==> src/rtl/mem_read_client_adapter.sv <==
// rtl/mem_read_client_adapter.sv - per-client read front end: request FIFO, credit-limited issue, response FIFO
module mem_read_client_adapter #(
  parameter int DATA_WIDTH = 32,
  parameter int ADDR_WIDTH = 4,
  parameter int REQ_DEPTH  = 4,
  parameter int RSP_DEPTH  = 4
) (
  input  logic                           clk,
  input  logic                           rst,
  input  logic [ADDR_WIDTH-1:0]          req_addr,
  input  logic                           req_valid,
  output logic                           req_ready,
  output logic [DATA_WIDTH-1:0]          rsp_data,
  output logic                           rsp_valid,
  input  logic                           rsp_ready,
  output logic [ADDR_WIDTH-1:0]          mem_addr,
  output logic                           mem_avalid,
  input  logic                           mem_aready,
  input  logic                           mem_dvalid,
  input  logic [DATA_WIDTH-1:0]          mem_data,
  output logic [$clog2(RSP_DEPTH+1)-1:0] outstanding,
  output logic                           err_unexp
);

  localparam int QPW = $clog2(REQ_DEPTH);
  localparam int QCW = $clog2(REQ_DEPTH + 1);
  localparam int SPW = $clog2(RSP_DEPTH);
  localparam int SCW = $clog2(RSP_DEPTH + 1);
  localparam logic [QCW-1:0] REQ_FULL_CNT = QCW'(REQ_DEPTH);
  localparam logic [SCW-1:0] RSP_FULL_CNT = SCW'(RSP_DEPTH);
  localparam logic [SCW:0]   CREDIT_LIM   = (SCW+1)'(RSP_DEPTH);

  logic [ADDR_WIDTH-1:0] req_mem [REQ_DEPTH];
  logic [QPW-1:0]        req_wr_ptr;
  logic [QPW-1:0]        req_rd_ptr;
  logic [QCW-1:0]        req_count;
  logic                  req_full;
  logic                  req_empty;
  logic                  req_push;
  logic                  req_pop;

  logic [DATA_WIDTH-1:0] rsp_mem [RSP_DEPTH];
  logic [SPW-1:0]        rsp_wr_ptr;
  logic [SPW-1:0]        rsp_rd_ptr;
  logic [SCW-1:0]        rsp_count;
  logic                  rsp_full;
  logic                  rsp_empty;
  logic                  rsp_push;
  logic                  rsp_pop;

  logic [SCW:0]          credit_sum;
  logic                  credit_ok;
  logic                  issue;
  logic                  ret_ok;
  logic                  ret_stray;

  assign req_full  = (req_count == REQ_FULL_CNT);
  assign req_empty = (req_count == '0);
  assign req_ready = !req_full;
  assign req_push  = req_valid && req_ready;

  // Entries already in the response FIFO plus those still in flight must fit in it.
  assign credit_sum = {1'b0, outstanding} + {1'b0, rsp_count};
  assign credit_ok  = (credit_sum < CREDIT_LIM);

  assign mem_avalid = !req_empty && credit_ok;
  assign mem_addr   = req_mem[req_rd_ptr];
  assign issue      = mem_avalid && mem_aready;
  assign req_pop    = issue;

  assign ret_ok    = mem_dvalid && (outstanding != '0);
  assign ret_stray = mem_dvalid && (outstanding == '0);

  assign rsp_full  = (rsp_count == RSP_FULL_CNT);
  assign rsp_empty = (rsp_count == '0);
  assign rsp_valid = !rsp_empty;
  assign rsp_push  = ret_ok;
  assign rsp_pop   = rsp_valid && rsp_ready;
  assign rsp_data  = rsp_mem[rsp_rd_ptr];

  always_ff @(posedge clk) begin
    if (req_push) begin
      req_mem[req_wr_ptr] <= req_addr;
    end
  end

  always_ff @(posedge clk or negedge rst) begin
    if (!rst) begin
      req_wr_ptr <= '0;
      req_rd_ptr <= '0;
      req_count  <= '0;
    end else begin
      if (req_push) begin
        req_wr_ptr <= req_wr_ptr + 1'b1;
      end
      if (req_pop) begin
        req_rd_ptr <= req_rd_ptr + 1'b1;
      end
      case ({req_push, req_pop})
        2'b10:   req_count <= req_count + 1'b1;
        2'b01:   req_count <= req_count - 1'b1;
        default: req_count <= req_count;
      endcase
    end
  end

  always_ff @(posedge clk or negedge rst) begin
    if (!rst) begin
      outstanding <= '0;
      err_unexp   <= 1'b0;
    end else begin
      case ({issue, ret_ok})
        2'b10:   outstanding <= outstanding + 1'b1;
        2'b01:   outstanding <= outstanding - 1'b1;
        default: outstanding <= outstanding;
      endcase
      if (ret_stray) begin
        err_unexp <= 1'b1;
      end
    end
  end

  always_ff @(posedge clk) begin
    if (rsp_push) begin
      rsp_mem[rsp_wr_ptr] <= mem_data;
    end
  end

  always_ff @(posedge clk or negedge rst) begin
    if (!rst) begin
      rsp_wr_ptr <= '0;
      rsp_rd_ptr <= '0;
      rsp_count  <= '0;
    end else begin
      if (rsp_push) begin
        rsp_wr_ptr <= rsp_wr_ptr + 1'b1;
      end
      if (rsp_pop) begin
        rsp_rd_ptr <= rsp_rd_ptr + 1'b1;
      end
      case ({rsp_push, rsp_pop})
        2'b10:   rsp_count <= rsp_count + 1'b1;
        2'b01:   rsp_count <= rsp_count - 1'b1;
        default: rsp_count <= rsp_count;
      endcase
    end
  end

  a_credit_bound: assert property (@(posedge clk) disable iff (!rst)
    credit_sum <= CREDIT_LIM);

  a_rsp_no_overflow: assert property (@(posedge clk) disable iff (!rst)
    !(rsp_push && rsp_full && !rsp_pop));

endmodule

==> config.mk <==
export PLATFORM = sky130hd
export DESIGN_NAME = mem_read_client_adapter
export DESIGN_NICKNAME = d
export VERILOG_FILES = /design/src/rtl/mem_read_client_adapter.sv
export SDC_FILE = /design/constraint.sdc
export NUM_CORES = 1
export LEC_CHECK = 0
export ABC_AREA = 1
export ABC_CLOCK_PERIOD_IN_PS = 2910
export CAP_MARGIN = 0
export CORE_ASPECT_RATIO = 2
export CORE_MARGIN = 1.5
export CORE_UTILIZATION = 30
export DETAILED_ROUTE_END_ITERATION = 8
export PLACE_DENSITY_LB_ADDON = 0.08
export SYNTH_ARGS = -nofsm -noshare
export SYNTH_HDL_FRONTEND = slang
export SYNTH_SLANG_ARGS = --single-unit
==> constraint.sdc <==
create_clock -name clk -period 2.91 [get_ports clk]
set_clock_uncertainty 0.05 [all_clocks]
set_input_delay 0.291 -clock clk [delete_from_list [all_inputs] [get_ports clk]]
set_output_delay 0.291 -clock clk [all_outputs]
set_load 0.02 [all_outputs]
==> impl_metrics.csv, run 1 <==
group,metric,value,unit
yosys,syn_avg_cell_area,14.0,sq um
floorplan,start_util,30.5,%
grt,grt_pass1_wl,23400,um
job,maxCapViolations,0,
worst_setup_path,r2r_slack,0.58,ns
power,power_density,1130,nW/um^2
clock_tree,cts_max_path_buffers,2,
floorplan,std_cell_rows,77,
yosys,syn_nets,540,
clock_tree,clk_pin_slew,0.06,ns
yosys,synthMostInstantiatedCell,"edfxtp_1",
sta,max_freq,372,MHz
worst_setup_path,cp-end-kind,"output port",
layout,fill_cells,2102,
yosys,synth_top_area_share,64.0,%
worst_setup_path,r2r_cells,10,
clock_tree,htree_levels,4,
yosys,synth_ff_type,"edfxtp_1",
place,dp_hpwl,9600,um
route,vias_per_cell,4.62,
floorplan,core,22200,sq um
worst_setup_path,cp_slowest_cell,"clkdlybuf4s50_1",
route,wl_per_cell,17.0,um
clock_tree,post-cts-setup-buffers,0,
route,wl,14800,um
place,io_buffer_count,84,
route,vias,4011,
yosys,netlist_area,6760,sq um
sta,relSlewSlack,37.1,%
yosys,synthAdderAreaFrac,3.29,%
grt,grt_util_all_layers,13.6,%
route,firstDrtPassIters,4,
worst_setup_path,cp_top_family,"buffers and inverters",
sta,hold_viol,0,
worst_setup_path,crit_required,2.57,ns
clock_tree,cts-resized-gates,0,
worst_setup_path,cp-start-kind,"register",
clock_tree,cts-buffers-inserted,17,
worst_setup_path,crit_buf_inv,3,
yosys,synth_warnings,0,
worst_setup_path,cp_max_fo,33,
clock_tree,cts.root.buffer_cell,"clkbuf_16",
yosys,synthMuxAreaShare,0,%
route,drc,0,
place,gp_congestion,0.741,
power,p_leak,2.98,nW
clock_tree,cts_hold_buf,0,
floorplan,die_w,109,um
yosys,async_reset_ff_share,11.1,%
yosys,netlist_instances,482,
yosys,synth_largest_area_cell,"edfxtp_1",
yosys,synth_compound_area_share,11.3,%
clock_tree,cts_tree,"done",
worst_setup_path,timing.rr.start,"outstanding[2]$_DFFE_PN0P_",
layout,area_delta_synth_final,26.7,%
route,drtIter0Drc,235,
sta,min_period,2.69,ns
worst_setup_path,cp_cell_sequence,"inv_6 -> buf_4 -> nor2_1 -> o22ai_1 -> clkdlybuf4s50_1",
grt,grt_overflow,0,
sta,period_share,92.5,%
worst_setup_path,max_stage_delay,0.64,ns
sta,finalMaxSlewViolations,0,
sta,worst_pin_slew,0.940,ns
worst_setup_path,worstSetupStartpoint,"rsp_rd_ptr[0]$_DFFE_PN0P_",
layout,nNetsFinal,637,
yosys,synth_xor_area_share,1.17,%
yosys,synth_edf_count,144,
yosys,yosysSeqAreaShare,70.6,%
clock_tree,cts_sinks,162,
grt,grt_max_degree,66,
yosys,synth_common_cells,"144 x edfxtp_1, 69 x nor2_1, 69 x o21ai_0",
layout,layoutNonFillerInstCount,869,
worst_setup_path,critical_path_class,"reg2out",
grt,antenna_found_initial,1,
run_status,status,"finished clean",
yosys,ys_types,28,
grt,grt_pass1_vias,4313,
place,placed_cells,836,
worst_setup_path,worst-path-stages,5,
route,postRouteAntennaNets,0,
sta,finalSetupViolations,0,
worst_setup_path,arrival,2.35,ns
worst_setup_path,r2r-end,"req_count[2]$_DFFE_PN0P_",
worst_hold_path,hp-class,"in2async",
yosys,synth_top_family_by_area,"compound AO/OA/AOI/OAI gates",
yosys,synthTopCellsByArea,"edfxtp_1 64%, dfrtp_1 6.7%, o21ai_0 5.1%, nor2_1 3.8%, o22ai_2 3.7%",
sta,final.setup.tns,0,ns
yosys,synth-simple-area-share,9.38,%
floorplan,dieArea,23500,sq um
power,ir_drop,0.565,mV
sta,rsz0062_at_grt,"no",
layout,layout-drive-gt1-share,16.7,%
floorplan,die_y,215,um
clock_tree,clkLatencyLatePin,0.42,ns
floorplan,io_pins,85,
yosys,ys_ff_latch,162,
==> flip-flops by register name (all words and copies together) (netlist names), 3 cells and up <==
| name | count |
|---|---|
| rsp_mem | 128 |
| req_mem | 16 |
| outstanding | 3 |
| req_count | 3 |
| rsp_count | 3 |
==> cells by family (layout without fill, tap and decap cells) <==
logic type               Yosys count  in the layout
other                              0              1
adder cells (fa/ha/maj)           16             16
AND/OR/NAND/NOR                  123            123
flip-flops                       162            162
buffers and inverters             55            165
XOR/XNOR                           9              9
AO/OA/AOI/OAI                    117            117
==> where the power goes <==
part	total [mW]	internal [mW]	switching, mW
clock network	2.26	1.38	0.885
registers	3.34	3.11	0.233
logic	4.11	1.64	2.47
total	9.71	6.12	3.59
==> stage by stage <==
step / setup WS [ns] / util [%] / total power, mW / hold WS [ns] / area [sq um]
after detailed placement: 0.566 / 35.9 / 7.62 / 0.419 / 7960
after global placement: 0.617 / 35.9 / 7.58 / 0.416 / 7960
final: 0.219 / 38.7 / 9.71 / 0.348 / 8570
after floorplan: 0.214 / - / 5.95 / -0.0546 / 6760
after global routing: 0.0597 / 38.7 / 10.4 / 0.394 / 8570
after CTS: 0.166 / 38.7 / 9.93 / 0.368 / 8560
==> cells in the final DEF, fill, tap and decap left out, drive strengths merged, types with 4 or more instances in the layout <==
cell type / instances
buf: 15
clkdlybuf4s50: 84
nand2: 25
nor2: 89
edfxtp: 144
xor2: 6
dfrtp: 18
ha: 13
clkbuf: 21
o22ai: 36
inv: 35
clkinvlp: 5
o21ai: 77
nand3: 4
==> worst register-to-register path: cells and delay by family (launching register included) <==
family                     cells  cell delay (ns)
xor gates and xnor gates       1             0.14
adders and majority gates      3             0.84
buffers and inverters          2             0.17
DFF                            1             0.40
and+or+nand+nor                4             0.66
==> worst max-delay path by stage <==
stage	to	slack [ns]
final	rsp_data[18]	0.22
after global routing	rsp_data[18]	0.06
after CTS	rsp_data[18]	0.17
after detailed placement	req_count[2]$_DFFE_PN0P_	0.57
after global placement	req_count[2]$_DFFE_PN0P_	0.62
after floorplan	rsp_mem[0][0]$_DFFE_PP_	0.21
==> final cells by class <==
type                       instances  area, sq um  area share, %
antenna                            1         2.50         0.0292
inverter                          34          133           1.55
clock inverter                    11          154           1.80
multi-input combinational        265         1730           20.2
tap                              276          345           4.03
clock buffer                      21          450           5.26
timing repair buffer              99          978           11.4
sequential                       162         4780           55.7
==> layer usage <==
metal	wire (um)	part of all wire (%)	GRT usage (%)	vias to the layer above
met2	8110	55	24.6	105
met1	5580	38	14.4	1964
met4	331	2.2	5.39	0
met5	0	0	0	-
met3	743	5.0	3.97	19
li1	-	-	-	1923
No activity file was read; power rests on OpenSTA's default activity.
==> inputs of run 2 (changes only) <==
--- a/config.mk
+++ b/config.mk
@@ -8,7 +8,7 @@
 export ABC_AREA = 1
 export ABC_CLOCK_PERIOD_IN_PS = 2910
 export CAP_MARGIN = 0
-export CORE_ASPECT_RATIO = 2
+export CORE_ASPECT_RATIO = 0.9
 export CORE_MARGIN = 1.5
 export CORE_UTILIZATION = 30
 export DETAILED_ROUTE_END_ITERATION = 8
==> run 2 against run 1 <==
  * Hold slack worse by 0.042 ns
  * Core utilization rose by 0.30 points
  * First-iteration DRC count down 4.7%
  * Critical endpoint is now rsp_data[19]
==> impl_metrics.csv, run 2 (synthesis gave the netlist of run 1 again) <==
group,metric,value,unit
floorplan,die_w,161,um
layout,nNetsFinal,632,
floorplan,core,21900,sq um
route,drtIter0Drc,224,
power,power_density,1120,nW/um^2
power,ir_drop,0.450,mV
clock_tree,cts_max_path_buffers,2,
worst_setup_path,max_stage_delay,0.66,ns
worst_setup_path,r2r_slack,0.55,ns
route,wl_per_cell,16.6,um
layout,final_cell_mix,"144 x edfxtp_1, 84 x clkdlybuf4s50_1, 69 x o21ai_0",
place,io_buffer_count,84,
power,p_comb_share,43.1,%
power,p_leak,2.94,nW
grt,grt_pass1_wl,22900,um
floorplan,start_util,30.9,%
layout,largest_register,"rsp_mem",
sta,finalMaxSlewViolations,0,
power,intPower,5.92,mW
layout,layoutNonFillerInstCount,878,
power,switching_share,38.1,%
layout,layout-drive-gt1-share,16.0,%
floorplan,io_pins,85,
worst_setup_path,cp_slowest_cell,"clkdlybuf4s50_1",
place,placed_cells,846,
route,firstDrtPassIters,6,
worst_hold_path,hp-class,"in2async",
grt,grt_overflow,0,
clock_tree,clk_pin_slew,0.07,ns
layout,fill_cells,2066,
clock_tree,htree_levels,4,
floorplan,std_cell_rows,51,
layout,area_delta_synth_final,26.1,%
clock_tree,cts_tree,"done",
worst_setup_path,cp-start-kind,"register",
power,p_seq_share,34.9,%
power,clkPwrFrac,22.0,%
sta,min_period,2.76,ns
sta,relSlewSlack,42.7,%
route,vias,3983,
clock_tree,cts-buffers-inserted,17,
sta,max_freq,362,MHz
run_status,status,"finished clean",
grt,antenna_found_initial,0,
route,postRouteAntennaNets,0,
clock_tree,cts.root.buffer_cell,"clkbuf_16",
power,power_switching,3.64,mW
route,drc,0,
place,dp_hpwl,8820,um
layout,final_common_cell,"edfxtp_1",
sta,period_share,94.9,%
layout,n_antenna_cell,0,
sta,worst_pin_slew,0.857,ns
worst_setup_path,critical_path_class,"reg2out",
layout,largest_reg_flops,128,
worst_setup_path,cp_cell_sequence,"inv_6 -> buf_4 -> nor2_1 -> o22ai_1 -> clkdlybuf4s50_1",
worst_setup_path,crit_required,2.57,ns
layout,largest_registers,"rsp_mem (128), req_mem (16)",
job,maxCapViolations,0,
place,gp_congestion,0.695,
route,vias_per_cell,4.54,
sta,final.setup.tns,0,ns
route,wl,14600,um
clock_tree,clkLatencyLatePin,0.42,ns
clock_tree,cts_sinks,162,
grt,grt_max_degree,66,
grt,grt_util_all_layers,13.0,%
sta,rsz0062_at_grt,"no",
grt,grt_pass1_vias,4079,
floorplan,die_y,145,um
clock_tree,post-cts-setup-buffers,0,
sta,finalSetupViolations,0,
worst_setup_path,cp-end-kind,"output port",
sta,hold_viol,0,
worst_setup_path,cp_max_fo,35,
worst_setup_path,arrival,2.42,ns
floorplan,dieArea,23400,sq um
==> run 2: cell count changes in the layout (fill, tap and decap cells not counted), moves of 2 or more <==
cell       previous run  this run
inv_6                 3         6
buf_12                2         4
clkbuf_1              3         0
bufinv_16             3         1
buf_4                13         5
clkinv_1              1         4
==> run 2: critical path: cells and delay by family, from the launching register on <==
family                 cells  cell delay [ns]
AO/OA/AOI/OAI              1             0.25
buffers and inverters      3             1.24
flip-flops                 1             0.44
AND/OR/NAND/NOR            1             0.07
==> run 2: power groups by stage <==
stage	logic (mW)	clock network, mW	registers [mW]
after detailed placement	4.20	0	3.38
after global placement	4.18	0	3.37
final	4.12	2.11	3.33
after floorplan	2.59	0	3.36
after global routing	4.52	2.27	3.38
after CTS	4.22	2.18	3.34
==> run 2: per-layer routing <==
layer,vias up,part of all wire (%),global-route usage [%]
met2,83,47,20.3
met1,1964,47,17.1
met4,0,1.3,4.72
met3,16,5.0,3.90
li1,1920,-,-
met5,-,0,0
==> run 2: what timing repair did <==
item / CTS / global route
resized for setup: 1 / 0
endpoints found under the setup margin: 1 / 0
hold buffers: 0 / 0
==> run 2: through the flow <==
stage | utilization (%) | setup slack, ns | cell area [sq um] | power [mW] | hold slack (ns)
4_1_cts | 39.0 | 0.0950 | 8530 | 9.74 | 0.340
3_3_place_gp | 36.4 | 0.442 | 7970 | 7.55 | 0.412
5_1_grt | 39.0 | 0.00677 | 8530 | 10.2 | 0.379
3_5_place_dp | 36.4 | 0.438 | 7970 | 7.58 | 0.423
6_report | 39.0 | 0.149 | 8530 | 9.56 | 0.306
2_1_floorplan | - | 0.214 | 6760 | 5.95 | -0.0546
==> run 2: layout make-up <==
| type | count | area, sq um | area share, % |
|---|---|---|---|
| clock buffer | 17 | 425 | 4.99 |
| clock inverter | 15 | 133 | 1.56 |
| inverter | 34 | 133 | 1.56 |
| multi-input combinational | 265 | 1730 | 20.3 |
| sequential | 162 | 4780 | 56.0 |
| tap | 291 | 364 | 4.27 |
| timing repair buffer | 94 | 970 | 11.4 |
==> run 2: path summary, 6_finish.rpt <==
path / start / endpoint / cells after the start
max in group asynchronous: rst / rsp_rd_ptr[0]$_DFFE_PN0P_ / 1
worst min-delay path: rst / outstanding[1]$_DFFE_PN0P_ / 1
worst min register to register: err_unexp$_DFFE_PN0P_ / err_unexp$_DFFE_PN0P_ / 1
worst max-delay path: rsp_rd_ptr[0]$_DFFE_PN0P_ / rsp_data[19] / 5
worst max register to register: outstanding[2]$_DFFE_PN0P_ / req_count[2]$_DFFE_PN0P_ / 10
min in group clk: mem_dvalid / err_unexp$_DFFE_PN0P_ / 3
